[src/rtl/nv_nvdla_pdp_cal2d_arb_pkg.sv]
// Shared types and constants for the PDP cal2d pad-line arbiter.
package nv_nvdla_pdp_cal2d_arb_pkg;

    typedef enum logic [1:0] {
        IDLE     = 2'd0,
        LOCK_DAT = 2'd1,
        LOCK_PAD = 2'd2
    } arb_state_e;

    localparam logic SRC_DAT = 1'b0;
    localparam logic SRC_PAD = 1'b1;

    // On a tie the source that did not finish the previous burst wins.
    function automatic logic rr_pick(input logic rr_last);
        return ~rr_last;
    endfunction

endpackage

[src/rtl/nv_nvdla_pdp_cal2d_pipe_stage.sv]
// Generic valid/ready register stage. The top RST_W bits of the payload are
// cleared by reset (sideband flags); the remaining payload bits are not reset.
module nv_nvdla_pdp_cal2d_pipe_stage #(
    parameter int W     = 117,
    parameter int RST_W = 2
) (
    input  logic         nvdla_op_gated_clk_fp16,
    input  logic         nvdla_core_rstn,
    input  logic         vld_in,
    output logic         rdy_in,
    input  logic [W-1:0] data_in,
    output logic         vld_out,
    input  logic         rdy_out,
    output logic [W-1:0] data_out
);

    logic                 vld_reg;
    logic [RST_W-1:0]     data_rs_reg;
    logic [W-RST_W-1:0]   data_nr_reg;
    logic                 load;

    // The stage can take a new beat when empty or when the current one leaves.
    assign rdy_in   = rdy_out | ~vld_out;
    assign load     = rdy_in & vld_in;
    assign vld_out  = vld_reg;
    assign data_out = {data_rs_reg, data_nr_reg};

    // Valid flag: refilled or emptied whenever the stage accepts.
    always_ff @(posedge nvdla_op_gated_clk_fp16 or negedge nvdla_core_rstn) begin
        if (!nvdla_core_rstn) begin
            vld_reg <= 1'b0;
        end else if (rdy_in) begin
            vld_reg <= vld_in;
        end
    end

    // Sideband bits with a defined reset value.
    always_ff @(posedge nvdla_op_gated_clk_fp16 or negedge nvdla_core_rstn) begin
        if (!nvdla_core_rstn) begin
            data_rs_reg <= '0;
        end else if (load) begin
            data_rs_reg <= data_in[W-1 -: RST_W];
        end
    end

    // Wide payload: no reset, held while stalled or idle.
    always_ff @(posedge nvdla_op_gated_clk_fp16) begin
        if (load) begin
            data_nr_reg <= data_in[W-RST_W-1:0];
        end
    end

endmodule

[src/rtl/nv_nvdla_pdp_cal2d_pad_line_arb.sv]
// Round-robin, burst-locked arbiter between line data and synthesized pad
// lines in front of the fp16 mul-pad-line stage, with one output register.
module nv_nvdla_pdp_cal2d_pad_line_arb
    import nv_nvdla_pdp_cal2d_arb_pkg::*;
#(
    parameter int DW    = 115,
    parameter int CNT_W = 16
) (
    input  logic             nvdla_op_gated_clk_fp16,
    input  logic             nvdla_core_rstn,
    input  logic             arb_en,
    input  logic             dat_vld,
    output logic             dat_rdy,
    input  logic [DW-1:0]    dat_pd,
    input  logic             dat_last,
    input  logic             pad_vld,
    output logic             pad_rdy,
    input  logic [DW-1:0]    pad_pd,
    input  logic             pad_last,
    output logic             out_vld,
    input  logic             out_rdy,
    output logic [DW-1:0]    out_pd,
    output logic             out_src,
    output logic             out_last,
    output logic [CNT_W-1:0] dat_beat_cnt,
    output logic [CNT_W-1:0] pad_beat_cnt,
    output logic             arb_busy
);

    arb_state_e       state_reg;
    arb_state_e       state_next;
    logic             rr_last_reg;
    logic             gnt_dat;
    logic             gnt_pad;
    logic             acc;
    logic             dat_acc;
    logic             pad_acc;
    logic             beat_vld;
    logic             beat_src;
    logic             beat_last;
    logic [DW-1:0]    beat_pd;
    logic [1:0]       src_acc;

    // Grant decode: new bursts only from IDLE with arb_en, locked source otherwise.
    always_comb begin
        gnt_dat = 1'b0;
        gnt_pad = 1'b0;
        case (state_reg)
            IDLE: begin
                if (arb_en) begin
                    if (dat_vld && pad_vld) begin
                        if (rr_pick(rr_last_reg) == SRC_DAT) gnt_dat = 1'b1;
                        else                                 gnt_pad = 1'b1;
                    end else begin
                        gnt_dat = dat_vld;
                        gnt_pad = pad_vld;
                    end
                end
            end
            LOCK_DAT: gnt_dat = 1'b1;
            LOCK_PAD: gnt_pad = 1'b1;
            default:  ;
        endcase
    end

    // Ready is withheld while reset is asserted so no beat slips through.
    assign dat_rdy  = nvdla_core_rstn & acc & gnt_dat;
    assign pad_rdy  = nvdla_core_rstn & acc & gnt_pad;
    assign dat_acc  = dat_vld & dat_rdy;
    assign pad_acc  = pad_vld & pad_rdy;
    assign src_acc  = {pad_acc, dat_acc};

    assign beat_vld  = dat_acc | pad_acc;
    assign beat_src  = pad_acc ? SRC_PAD : SRC_DAT;
    assign beat_last = pad_acc ? pad_last : dat_last;
    assign beat_pd   = pad_acc ? pad_pd : dat_pd;

    // Next state: only an accepted beat moves the FSM.
    always_comb begin
        state_next = state_reg;
        if (beat_vld) begin
            if (beat_last)              state_next = IDLE;
            else if (beat_src == SRC_PAD) state_next = LOCK_PAD;
            else                        state_next = LOCK_DAT;
        end
    end

    // State register.
    always_ff @(posedge nvdla_op_gated_clk_fp16 or negedge nvdla_core_rstn) begin
        if (!nvdla_core_rstn) state_reg <= IDLE;
        else                  state_reg <= state_next;
    end

    // Round-robin pointer remembers who completed the last burst.
    always_ff @(posedge nvdla_op_gated_clk_fp16 or negedge nvdla_core_rstn) begin
        if (!nvdla_core_rstn)          rr_last_reg <= SRC_PAD;
        else if (beat_vld && beat_last) rr_last_reg <= beat_src;
    end

    // Per-source accepted-beat counters, free-running with wrap.
    for (genvar gi = 0; gi < 2; gi++) begin : g_cnt
        logic [CNT_W-1:0] cnt_reg;
        always_ff @(posedge nvdla_op_gated_clk_fp16 or negedge nvdla_core_rstn) begin
            if (!nvdla_core_rstn)  cnt_reg <= '0;
            else if (src_acc[gi])  cnt_reg <= cnt_reg + CNT_W'(1);
        end
    end

    assign dat_beat_cnt = g_cnt[0].cnt_reg;
    assign pad_beat_cnt = g_cnt[1].cnt_reg;

    nv_nvdla_pdp_cal2d_pipe_stage #(
        .W     (DW + 2),
        .RST_W (2)
    ) u_stage (
        .nvdla_op_gated_clk_fp16 (nvdla_op_gated_clk_fp16),
        .nvdla_core_rstn         (nvdla_core_rstn),
        .vld_in                  (beat_vld),
        .rdy_in                  (acc),
        .data_in                 ({beat_src, beat_last, beat_pd}),
        .vld_out                 (out_vld),
        .rdy_out                 (out_rdy),
        .data_out                ({out_src, out_last, out_pd})
    );

    assign arb_busy = (state_reg != IDLE) | out_vld;

endmodule

[config.mk]
export PLATFORM = sky130hd
export DESIGN_NAME = nv_nvdla_pdp_cal2d_pad_line_arb
export DESIGN_NICKNAME = d
export VERILOG_FILES = /design/src/rtl/nv_nvdla_pdp_cal2d_arb_pkg.sv /design/src/rtl/nv_nvdla_pdp_cal2d_pipe_stage.sv /design/src/rtl/nv_nvdla_pdp_cal2d_pad_line_arb.sv
export SDC_FILE = /design/constraint.sdc
export NUM_CORES = 1
export LEC_CHECK = 0
export BUFFER_PORTS_ARGS = -buffer_cell sky130_fd_sc_hd__buf_4
export CAP_MARGIN = 10
export CORE_AREA = 2 2 151 153
export DETAILED_ROUTE_END_ITERATION = 7
export DIE_AREA = 0 0 153 155
export PLACE_DENSITY = 0.67
export SLEW_MARGIN = 20
export SYNTH_ARGS = -nofsm -noshare
export SYNTH_HDL_FRONTEND = slang
export SYNTH_SLANG_ARGS = --single-unit
[constraint.sdc]
create_clock -name nvdla_op_gated_clk_fp16 -period 12 [get_ports nvdla_op_gated_clk_fp16]
set_input_delay 0.6 -clock nvdla_op_gated_clk_fp16 [delete_from_list [all_inputs] [get_ports nvdla_op_gated_clk_fp16]]
set_output_delay 0.6 -clock nvdla_op_gated_clk_fp16 [all_outputs]
set_load 0.02 [all_outputs]
==> results.cfg, run 1 <==
[worst_hold_path]
hp-class = input pin to async pin

[floorplanning]
io-pin-count = 391
die_y_um = 155
coreArea_um2 = 22200
dieArea_um2 = 23700
num_rows = 55
die_w_um = 153
start_util_pct = 30.2

[yosys]
synth_top_area_cell = edfxtp_1
syn-num-nets = 894
synth_top_area_share_pct = 51.4
synthTopCellsByArea = edfxtp_1 (51%), nand2_1 (20%), dfrtp_1 (14%)
ys_warn_count = 0
synthFlopType = edfxtp_1
synth_cell_types = 38
ys_seq_area_share_pct = 65.6
synth.most_common_cell = nand2_1
async_reset_ff_share_pct = 24.8
syn-cell-area_um2 = 6720
synth_edf_count = 115
synthTopCellsByCount = nand2_1 (359), edfxtp_1 (115), dfrtp_1 (37), buf_2 (24), xor2_1 (18)
netlist_instances = 654
ys_seq_elements = 153
syn_avg_cell_area_um2 = 10.3

[timing]
hold_viol = 0
period_share_pct = 24.8
finalSetupTns_ps = 0
setup_violations = 0
finClkSkew_ps = 12.0
relSlewSlack_pct = 39.3
rsz0062_at_grt = no
maxSlewViolCount = 0
tightest_slew_ps = 911
finalWorstPathRequiredPeriod_ps = 2980
fmax_mhz = 336

[layout]
largest_register_ffs = 115
final_net_count = 1278
final_layout_size_suffix_gt1_share_pct = 41.6
fin_cells = 1338
area_delta_synth_final_pct = 57.0
final_util_pct = 47.5

[place]
gp_routability_congestion = 0.824
dpl.hpwl_um = 15900
dp_cells = 1304
port_buffers = 390

[pwr]
switchingPower_uw = 639
peakVddDrop_mv = 0.111
switching_share_pct = 33.4
clkPwrFrac_pct = 29.2
power_frac_comb_pct = 30.7
pwr-share-seq_pct = 40.1
p_leak_nw = 5.13
power.density_nw_per_um2 = 181
internal_power_mw = 1.27

[worst_setup_path]
criticalPathCategory = input pin to flop
r2r-start = rr_last_reg
slowest_delay_ps = 730
slowest_stage = buf_4
crit_path_end = pad_beat_cnt[9]
critical_path_peak_fanout = 73
r2r_slack_ps = 9140
startpoint = nvdla_core_rstn
cp.required_ps = 12290
cp_common_cell = buf_4
critPathLaunchType = input pin
reg2reg_depth = 5
r2r_end = pad_beat_cnt[9]
cp_num_buf_inv = 2
cp-end-kind = flop
cp_cell_sequence = buf_4, nor2b_1, o2111a_4, buf_4, nand4_1, xnor2_1
critPathArrivalTime_ps = 3270
path_delay_family = buffers and inverters
worst-path-stages = 6

[cts]
cts_resized = 0
clk_latency_ps = 410
htree_levels = 4
cts_tree = done
clockBufferDepth = 2
cts.sinks = 153
post-cts-setup-buffers = 0
holdBufCountCts = 0
numCtsBuffers = 17
cts_root_buf = clkbuf_16
path_clk_slew_ps = 70

[grt]
track_usage_pct = 17.9
antenna_found_initial = 3
overflow = 0
grt_pass1_wl_um = 33000
grt_max_degree = 77
first_global_vias = 5950

[drt]
viasPerCell = 4.55
finalWirelength_um = 21800
ant_nets = 0
routedWlPerCell_um = 16.3
vias = 6090
firstDrtPassIters = 5
drcViolationCount = 0
drtIter0Drc = 423

[run_status]
outcome = complete, no violations

[flow_run]
drv_cap = 0
-- final cells by class --
class	instances	area, um2
tap	285	357
timing repair buffer	395	2970
antenna	2	5.00
multi-input combinational	470	2200
inverter	1	3.75
sequential	153	4410
clock buffer	23	519
clock inverter	9	96.3
fill	2085	11700
-- cells in the final DEF, fill, tap and decap left out, types with 3 or more instances in the layout --
| cell | instances |
|---|---|
| and4_1 | 5 |
| xor2_1 | 18 |
| nand4_1 | 11 |
| nor3_1 | 9 |
| nor4_1 | 6 |
| nand2b_1 | 4 |
| nand2_1 | 359 |
| nor2_1 | 6 |
| xnor2_1 | 12 |
| dfrtp_1 | 37 |
| and2_1 | 3 |
| edfxtp_1 | 115 |
| inv_6 | 3 |
| nand3_1 | 10 |
| buf_4 | 395 |
| clkbuf_16 | 20 |
-- power groups by stage --
stage	combinational, mW	clock (mW)	sequential (mW)
global placement	0.586	0	0.774
CTS	0.596	0.572	0.767
floorplan	0.206	0	0.909
finish	0.587	0.557	0.766
detailed placement	0.594	0	0.776
global route	0.639	0.598	0.779
-- through the flow --
| step | cell area, um2 | setup WS, ps | total power [mW] | hold slack (ps) |
|---|---|---|---|---|
| final | 10500 | 9020 | 1.91 | 162 |
| after global routing | 10500 | 8740 | 2.02 | 167 |
| after CTS | 10500 | 9000 | 1.94 | 153 |
| after detailed placement | 9930 | 8560 | 1.37 | 462 |
| after global placement | 9920 | 8600 | 1.36 | 470 |
| after floorplan | 6720 | 2010 | 1.11 | 304 |
-- metal layers --
| metal | vias up | wire length [um] | track usage [%] | share of wire (%) |
|---|---|---|---|---|
| li1 | 2939 | - | - | - |
| met1 | 2834 | 9110 | 23.4 | 42 |
| met2 | 286 | 10600 | 28.6 | 48 |
| met3 | 29 | 1710 | 5.65 | 7.9 |
| met4 | 2 | 415 | 5.78 | 1.9 |
| met5 | - | 13 | 0 | 0.060 |
-- kinds of logic (layout without fill, tap and decap cells) --
kind of cell	count (synthesis)	after routing	synth area share, %
compound gates	13	13	1.56
flops	153	153	65.6
mux	1	1	0.168
fa+ha+maj	2	2	0.372
xor+xnor	30	30	3.91
simple gates	424	424	26.1
buf+inv	31	428	2.29
other cells	0	2	0
-- how the worst min path moves through the flow --
stage,startpoint,endpoint,slack [ps],cells past startpoint
floorplan,nvdla_core_rstn,dat_beat_cnt[0],300,0
CTS,nvdla_core_rstn,dat_beat_cnt[13],150,1
finish,nvdla_core_rstn,dat_beat_cnt[13],160,1
detailed placement,pad_beat_cnt[15],pad_beat_cnt[15],460,1
global placement,pad_beat_cnt[15],pad_beat_cnt[15],470,1
global route,nvdla_core_rstn,dat_beat_cnt[13],170,1
No activity file was read; power rests on OpenSTA's default activity.
==> inputs of run 2 (changes only) <==
--- a/config.mk
+++ b/config.mk
@@ -7,10 +7,10 @@
 export LEC_CHECK = 0
 export BUFFER_PORTS_ARGS = -buffer_cell sky130_fd_sc_hd__buf_4
 export CAP_MARGIN = 10
-export CORE_AREA = 2 2 151 153
+export CORE_AREA = 2 2 154 156
 export DETAILED_ROUTE_END_ITERATION = 7
-export DIE_AREA = 0 0 153 155
-export PLACE_DENSITY = 0.67
+export DIE_AREA = 0 0 156 158
+export PLACE_DENSITY = 0.68
 export SLEW_MARGIN = 20
 export SYNTH_ARGS = -nofsm -noshare
 export SYNTH_HDL_FRONTEND = slang
==> constraint.sdc (replaced) <==
create_clock -name nvdla_op_gated_clk_fp16 -period 2.7 [get_ports nvdla_op_gated_clk_fp16]
set_input_delay 0.135 -clock nvdla_op_gated_clk_fp16 [delete_from_list [all_inputs] [get_ports nvdla_op_gated_clk_fp16]]
set_output_delay 0.135 -clock nvdla_op_gated_clk_fp16 [all_outputs]
set_load 0.02 [all_outputs]
==> run 2 against run 1 <==
Net effect: total power rose to 4.7 times the previous value; cell area is 18% higher; clock skew increased by 1.1 ps; sequential power rose to 4.4 times the previous value; largest cell class is now buffers; via count increased by 14%; critical path type is now flop to flop; non-clock buffer count up 190; utilization up 6.7 points; global-route usage increased by 0.85 points; critical path depth is the same; die area rose by 3.9%; critical endpoint is now u_stage.data_nr_reg[74]; worst setup slack got worse by 8900 ps; sequential share of layout area down 6.5 points.
==> results.cfg, run 2 (synthesized netlist as in run 1, its figures left out) <==
[place]
port_buffers = 390
dpl.hpwl_um = 16100
gp_routability_congestion = 0.814
postPlaceCellArea_um2 = 10000
dpl_worst_slack_ps = 465

[floorplanning]
start_util_pct = 29.1
io-pin-count = 391
die_w_um = 156
coreArea_um2 = 23100
dieArea_um2 = 24600
num_rows = 56
die_y_um = 158

[pwr]
switching_share_pct = 33.3
power_frac_comb_pct = 35.8
power_mw = 9.01
pwr-share-seq_pct = 37.8
power.density_nw_per_um2 = 721
peakVddDrop_mv = 0.441
internal_power_mw = 6.01
switchingPower_mw = 3.00
clkPwrFrac_pct = 26.4
p_leak_nw = 5.93

[worst_setup_path]
critPathLaunchType = flop
critPathArrivalTime_ps = 2820
criticalPathCategory = flop to flop
cp.required_ps = 2970
cp-end-kind = flop
critical_path_peak_fanout = 50

[layout]
area_delta_synth_final_pct = 86.0
final_cell_mix = buf_4 (393), nand2_1 (359), dlygate4sd3_1 (187)
final_design_area_no_fill_um2 = 12500
largest_register_ffs = 115
final_layout_size_suffix_gt1_share_pct = 35.5
final_net_count = 1469
final_util_pct = 54.2
mostFrequentLayoutCell = buf_4

[timing]
finClkSkew_ps = 13.1
relSlewSlack_pct = 57.6
fmax_mhz = 393
period_share_pct = 94.2
worst_slack_ps = 156
finalWorstPathRequiredPeriod_ps = 2540
setup_violations = 0
tightest_slew_ps = 634
hold_viol = 0
maxSlewViolCount = 0

[worst_hold_path]
hp-class = input pin to flop

[cts]
clk_latency_ps = 410
post-cts-setup-buffers = 0
numCtsBuffers = 17
cts.sinks = 153
cts_root_buf = clkbuf_16
path_clk_slew_ps = 70
clockBufferDepth = 2
htree_levels = 4
cts_tree = done

[grt]
overflow = 0
antenna_found_initial = 1
track_usage_pct = 18.8
grt_max_degree = 132
grt_pass1_wl_um = 35600
first_global_vias = 6679

[drt]
finalWirelength_um = 25100
vias = 6949
routedWlPerCell_um = 16.4
firstDrtPassIters = 5
ant_nets = 0
viasPerCell = 4.53
drcViolationCount = 0
drtIter0Drc = 415

[run_status]
outcome = complete, no violations

[flow_run]
drv_cap = 0
==> run 2: per-stage QoR <==
| step | std cells | hold WS [ps] | setup TNS, ps |
|---|---|---|---|
| detailed placement | 1312 | -9.32 | 0 |
| floorplan | 654 | -161 | -82240 |
| global route | 1533 | 0.532 | -25.4 |
| finish | 1534 | 14.6 | 0 |
| global placement | 1312 | -11.8 | 0 |
| CTS | 1529 | 0.700 | 0 |
==> run 2: timing repair <==
item	in CTS	in global routing
resized for setup	0	2
endpoints found under the hold margin	144	2
hold buffers	185	2
endpoints found under the setup margin	0	56
==> run 2: critical path, stage by stage, from the launching register on <==
cell and delay [ps]:
dfstp_2 370, a21boi_1 520, o2111a_4 490, buf_12 280, nand2_1 80, nand2_1 70, dlygate4sd3_1 570
==> run 2: worst paths after layout <==
check / start / endpoint / slack, ps / cells past startpoint
max: rr_last_reg / u_stage.data_nr_reg[74] / 160 / 6
min: dat_pd[3] / u_stage.data_nr_reg[3] / 10 / 3
max reg2reg: rr_last_reg / u_stage.data_nr_reg[74] / 160 / 6
min reg2reg: pad_beat_cnt[15] / pad_beat_cnt[15] / 480 / 1
max in group asynchronous: nvdla_core_rstn / u_stage.vld_out / 1960 / 3
min in group asynchronous: nvdla_core_rstn / dat_beat_cnt[4] / 120 / 2
==> run 2: power by group through the flow <==
| stage | registers [mW] | logic (mW) | clock network, mW |
|---|---|---|---|
| 5_1_grt | 3.46 | 3.45 | 2.54 |
| 6_report | 3.40 | 3.22 | 2.38 |
| 3_3_place_gp | 3.42 | 2.68 | 0 |
| 2_1_floorplan | 3.92 | 0.929 | 0 |
| 3_5_place_dp | 3.44 | 2.71 | 0 |
| 4_1_cts | 3.39 | 3.19 | 2.44 |
==> run 2: cell type report <==
class                      count  area (um2)
antenna                        2        5.00
clock buffer                  19         433
clock inverter                13         146
fill                        1968       10600
inverter                       1        3.75
multi-input combinational    471        2210
sequential                   153        4410
tap                          290         363
timing repair buffer         585        4920
==> run 2: layer usage <==
metal	routed length [um]	up-vias	GRT usage, %	part of all wire (%)
met4	520	0	5.59	2.1
met3	1660	39	5.39	6.6
met2	13200	273	33.5	52
met5	0	-	0	0
met1	9790	3308	22.0	39
li1	-	3329	-	-
==> inputs of run 3 (changes only) <==
--- a/config.mk
+++ b/config.mk
@@ -7,11 +7,12 @@
 export LEC_CHECK = 0
 export BUFFER_PORTS_ARGS = -buffer_cell sky130_fd_sc_hd__buf_4
 export CAP_MARGIN = 10
-export CORE_AREA = 2 2 154 156
+export CORE_AREA = 2 2 150 152
 export DETAILED_ROUTE_END_ITERATION = 7
-export DIE_AREA = 0 0 156 158
-export PLACE_DENSITY = 0.68
+export DIE_AREA = 0 0 152 154
+export PLACE_DENSITY = 0.71
 export SLEW_MARGIN = 20
 export SYNTH_ARGS = -nofsm -noshare
 export SYNTH_HDL_FRONTEND = slang
+export SYNTH_HIERARCHICAL = 1
 export SYNTH_SLANG_ARGS = --single-unit
==> run 3 against run 2 <==
Net effect: first-iteration DRC count down 37%; die area decreased by 5.0%; wire length down 13%; worst setup slack worse by 97 ps; non-clock buffer count shrank 134; sequential share of layout area up 4.3 points; total power shrank 9.9%; via count shrank 23%; largest power group unchanged.
==> results.cfg, run 3 <==
[worst_setup_path]
critPathArrivalTime_ps = 2800
r2r-start = state_reg[0]
slowest_stage = dlygate4sd3_1
r2r_end = u_stage/data_nr_reg[78]
cp_num_buf_inv = 2
path_delay_family = buffers and inverters
critical_path_peak_fanout = 65
cp-end-kind = flop
cp.required_ps = 2860
cp_cell_sequence = nand4b_1, or2_4, buf_12, mux2_1, dlygate4sd3_1
reg2reg_depth = 5
critPathLaunchType = flop
criticalPathCategory = flop to flop
slowest_delay_ps = 560
r2r_slack_ps = 60

[grt]
grt_max_degree = 66
track_usage_pct = 18.1
first_global_vias = 5617
grt_pass1_wl_um = 32700
antenna_found_initial = 2
overflow = 0

[worst_hold_path]
min-delay-start = pad_pd[108]
hp-class = input pin to flop
hold_end = u_stage/data_nr_reg[108]
min_path_cells = 2

[cts]
htree_levels = 4
path_clk_slew_ps = 60
post-cts-setup-buffers = 0
cts_root_buf = clkbuf_16
cts.sinks = 153
clk_latency_ps = 410
numCtsBuffers = 17
cts_tree = done
clockBufferDepth = 2

[pwr]
switching_share_pct = 32.0
power.density_nw_per_um2 = 728
switchingPower_mw = 2.59
pwr-share-seq_pct = 41.3
clkPwrFrac_pct = 27.2
peakVddDrop_mv = 0.565
power_frac_comb_pct = 31.5
internal_power_mw = 5.52
p_leak_nw = 4.85

[timing]
relSlewSlack_pct = 73.7
setup_violations = 0
period_share_pct = 97.8
finalSetupTns_ps = 0
rsz0062_at_grt = no
maxSlewViolCount = 0
finalWorstPathRequiredPeriod_ps = 2640
finClkSkew_ps = 6.68
hold_viol = 0
worst_slack_ps = 58.3
fmax_mhz = 379
tightest_slew_ps = 394

[layout]
final_cell_mix = buf_4 (397), edfxtp_1 (115), mux2_2 (99)
final_net_count = 1107
final_util_pct = 51.4
mostFrequentLayoutCell = buf_4
final_design_area_no_fill_um2 = 11100
area_delta_synth_final_pct = 63.3
final_layout_size_suffix_gt1_share_pct = 62.5
largest_register_ffs = 115

[drt]
vias = 5331
drtIter0Drc = 263
finalWirelength_um = 21900
routedWlPerCell_um = 18.8
firstDrtPassIters = 4
viasPerCell = 4.59
ant_nets = 0
drcViolationCount = 0

[place]
dpl_worst_slack_ps = 390
postPlaceCellArea_um2 = 10100
dpl.hpwl_um = 16800
gp_routability_congestion = 0.819
port_buffers = 390

[yosys]
syn_avg_cell_area_um2 = 16.4
syn-cell-area_um2 = 6820
async_reset_ff_share_pct = 24.8
synthTopCellsByArea = edfxtp_1 (51%), mux2_2 (16%), dfrtp_1 (14%)
synth_cell_types = 42
synth.most_common_cell = edfxtp_1
synth_edf_count = 115
syn-num-nets = 655
ys_seq_area_share_pct = 64.6
synth_top_area_share_pct = 50.6
synthFlopType = edfxtp_1
ys_warn_count = 6
ys_seq_elements = 153
netlist_instances = 415
synth_top_area_cell = edfxtp_1
synthTopCellsByCount = edfxtp_1 (115), mux2_2 (99), dfrtp_1 (37), mux2_1 (19), xor2_1 (19)

[flow_run]
drv_cap = 0

[floorplanning]
start_util_pct = 31.4
io-pin-count = 391
die_w_um = 152
coreArea_um2 = 21700
num_rows = 54
die_y_um = 154
dieArea_um2 = 23400

[run_status]
outcome = complete, no violations
==> run 3: cell count changes in the layout (fill, tap and decap cells not counted), moves of 4 or more <==
cell | before | now
nand2_1 | 359 | 12
dlygate4sd3_1 | 187 | 50
mux2_2 | 1 | 99
mux2_1 | 0 | 19
buf_4 | 393 | 397
nor3b_1 | 0 | 4
==> run 3: worst register-to-register path, stage by stage (launching register included) <==
cell           delay (ps)
dfrtp_1               450
nand4b_1              350
or2_4                 380
buf_12                200
mux2_1                460
dlygate4sd3_1         560
==> run 3: cells by family after synthesis <==
kind of cell	count (synthesis)	synth area share, %
AOI/OAI and AO/OA	10	1.06
xor gates and xnor gates	30	3.85
adders and majority gates	2	0.367
buffers and inverters	21	2.55
DFF	153	64.6
muxes	120	19.9
and+or+nand+nor	79	7.65
==> run 3: power groups by stage <==
stage | registers (mW) | clock network [mW] | logic (mW)
floorplan | 3.86 | 0 | 0.856
global placement | 3.39 | 0 | 2.45
detailed placement | 3.40 | 0 | 2.48
CTS | 3.36 | 2.27 | 2.57
global route | 3.40 | 2.39 | 2.71
finish | 3.36 | 2.21 | 2.55
==> run 3: timing repair <==
| item | CTS | global route |
|---|---|---|
| resized for setup | 0 | 0 |
| endpoints found under the hold margin | 70 | 3 |
| hold buffers | 47 | 3 |
==> run 3: how the worst max path moves through the flow <==
stage / slack [ps] / from / end / cells after the start
finish: 60 / state_reg[0] / u_stage/data_nr_reg[78] / 5
global route: 30 / state_reg[0] / u_stage/data_nr_reg[78] / 5
CTS: 140 / state_reg[0] / u_stage/data_nr_reg[79] / 5
detailed placement: 390 / state_reg[0] / u_stage/data_nr_reg[53] / 6
global placement: 460 / state_reg[0] / u_stage/data_nr_reg[94] / 6
floorplan: -890 / rr_last_reg / u_stage/data_nr_reg[0] / 8
==> run 3: layout make-up <==
type,instances,area (um2)
fillers,1921,10500
flip-flops and latches,153,4410
repair buffers,451,3560
multi-input cells,241,2260
clock buffers,18,429
well taps,280,350
clock inverters,14,118
inverters,3,15.0
diodes,2,5.00
==> run 3: metrics by stage <==
step	hold slack (ps)	power, mW	cells
after CTS	0.241	8.20	1157
after detailed placement	129	5.88	1078
final	20.2	8.12	1162
after floorplan	-161	4.72	415
after global routing	0.730	8.50	1162
after global placement	129	5.84	1078
==> run 3: per-layer routing <==
layer | GRT usage (%) | share of wire, % | vias up | wire length (um)
met2 | 30.7 | 51 | 239 | 11300
met3 | 4.68 | 6.3 | 28 | 1380
met1 | 22.5 | 40 | 2564 | 8760
li1 | - | - | 2500 | -
met4 | 6.50 | 2.2 | 0 | 491
met5 | 0 | 0 | - | 0
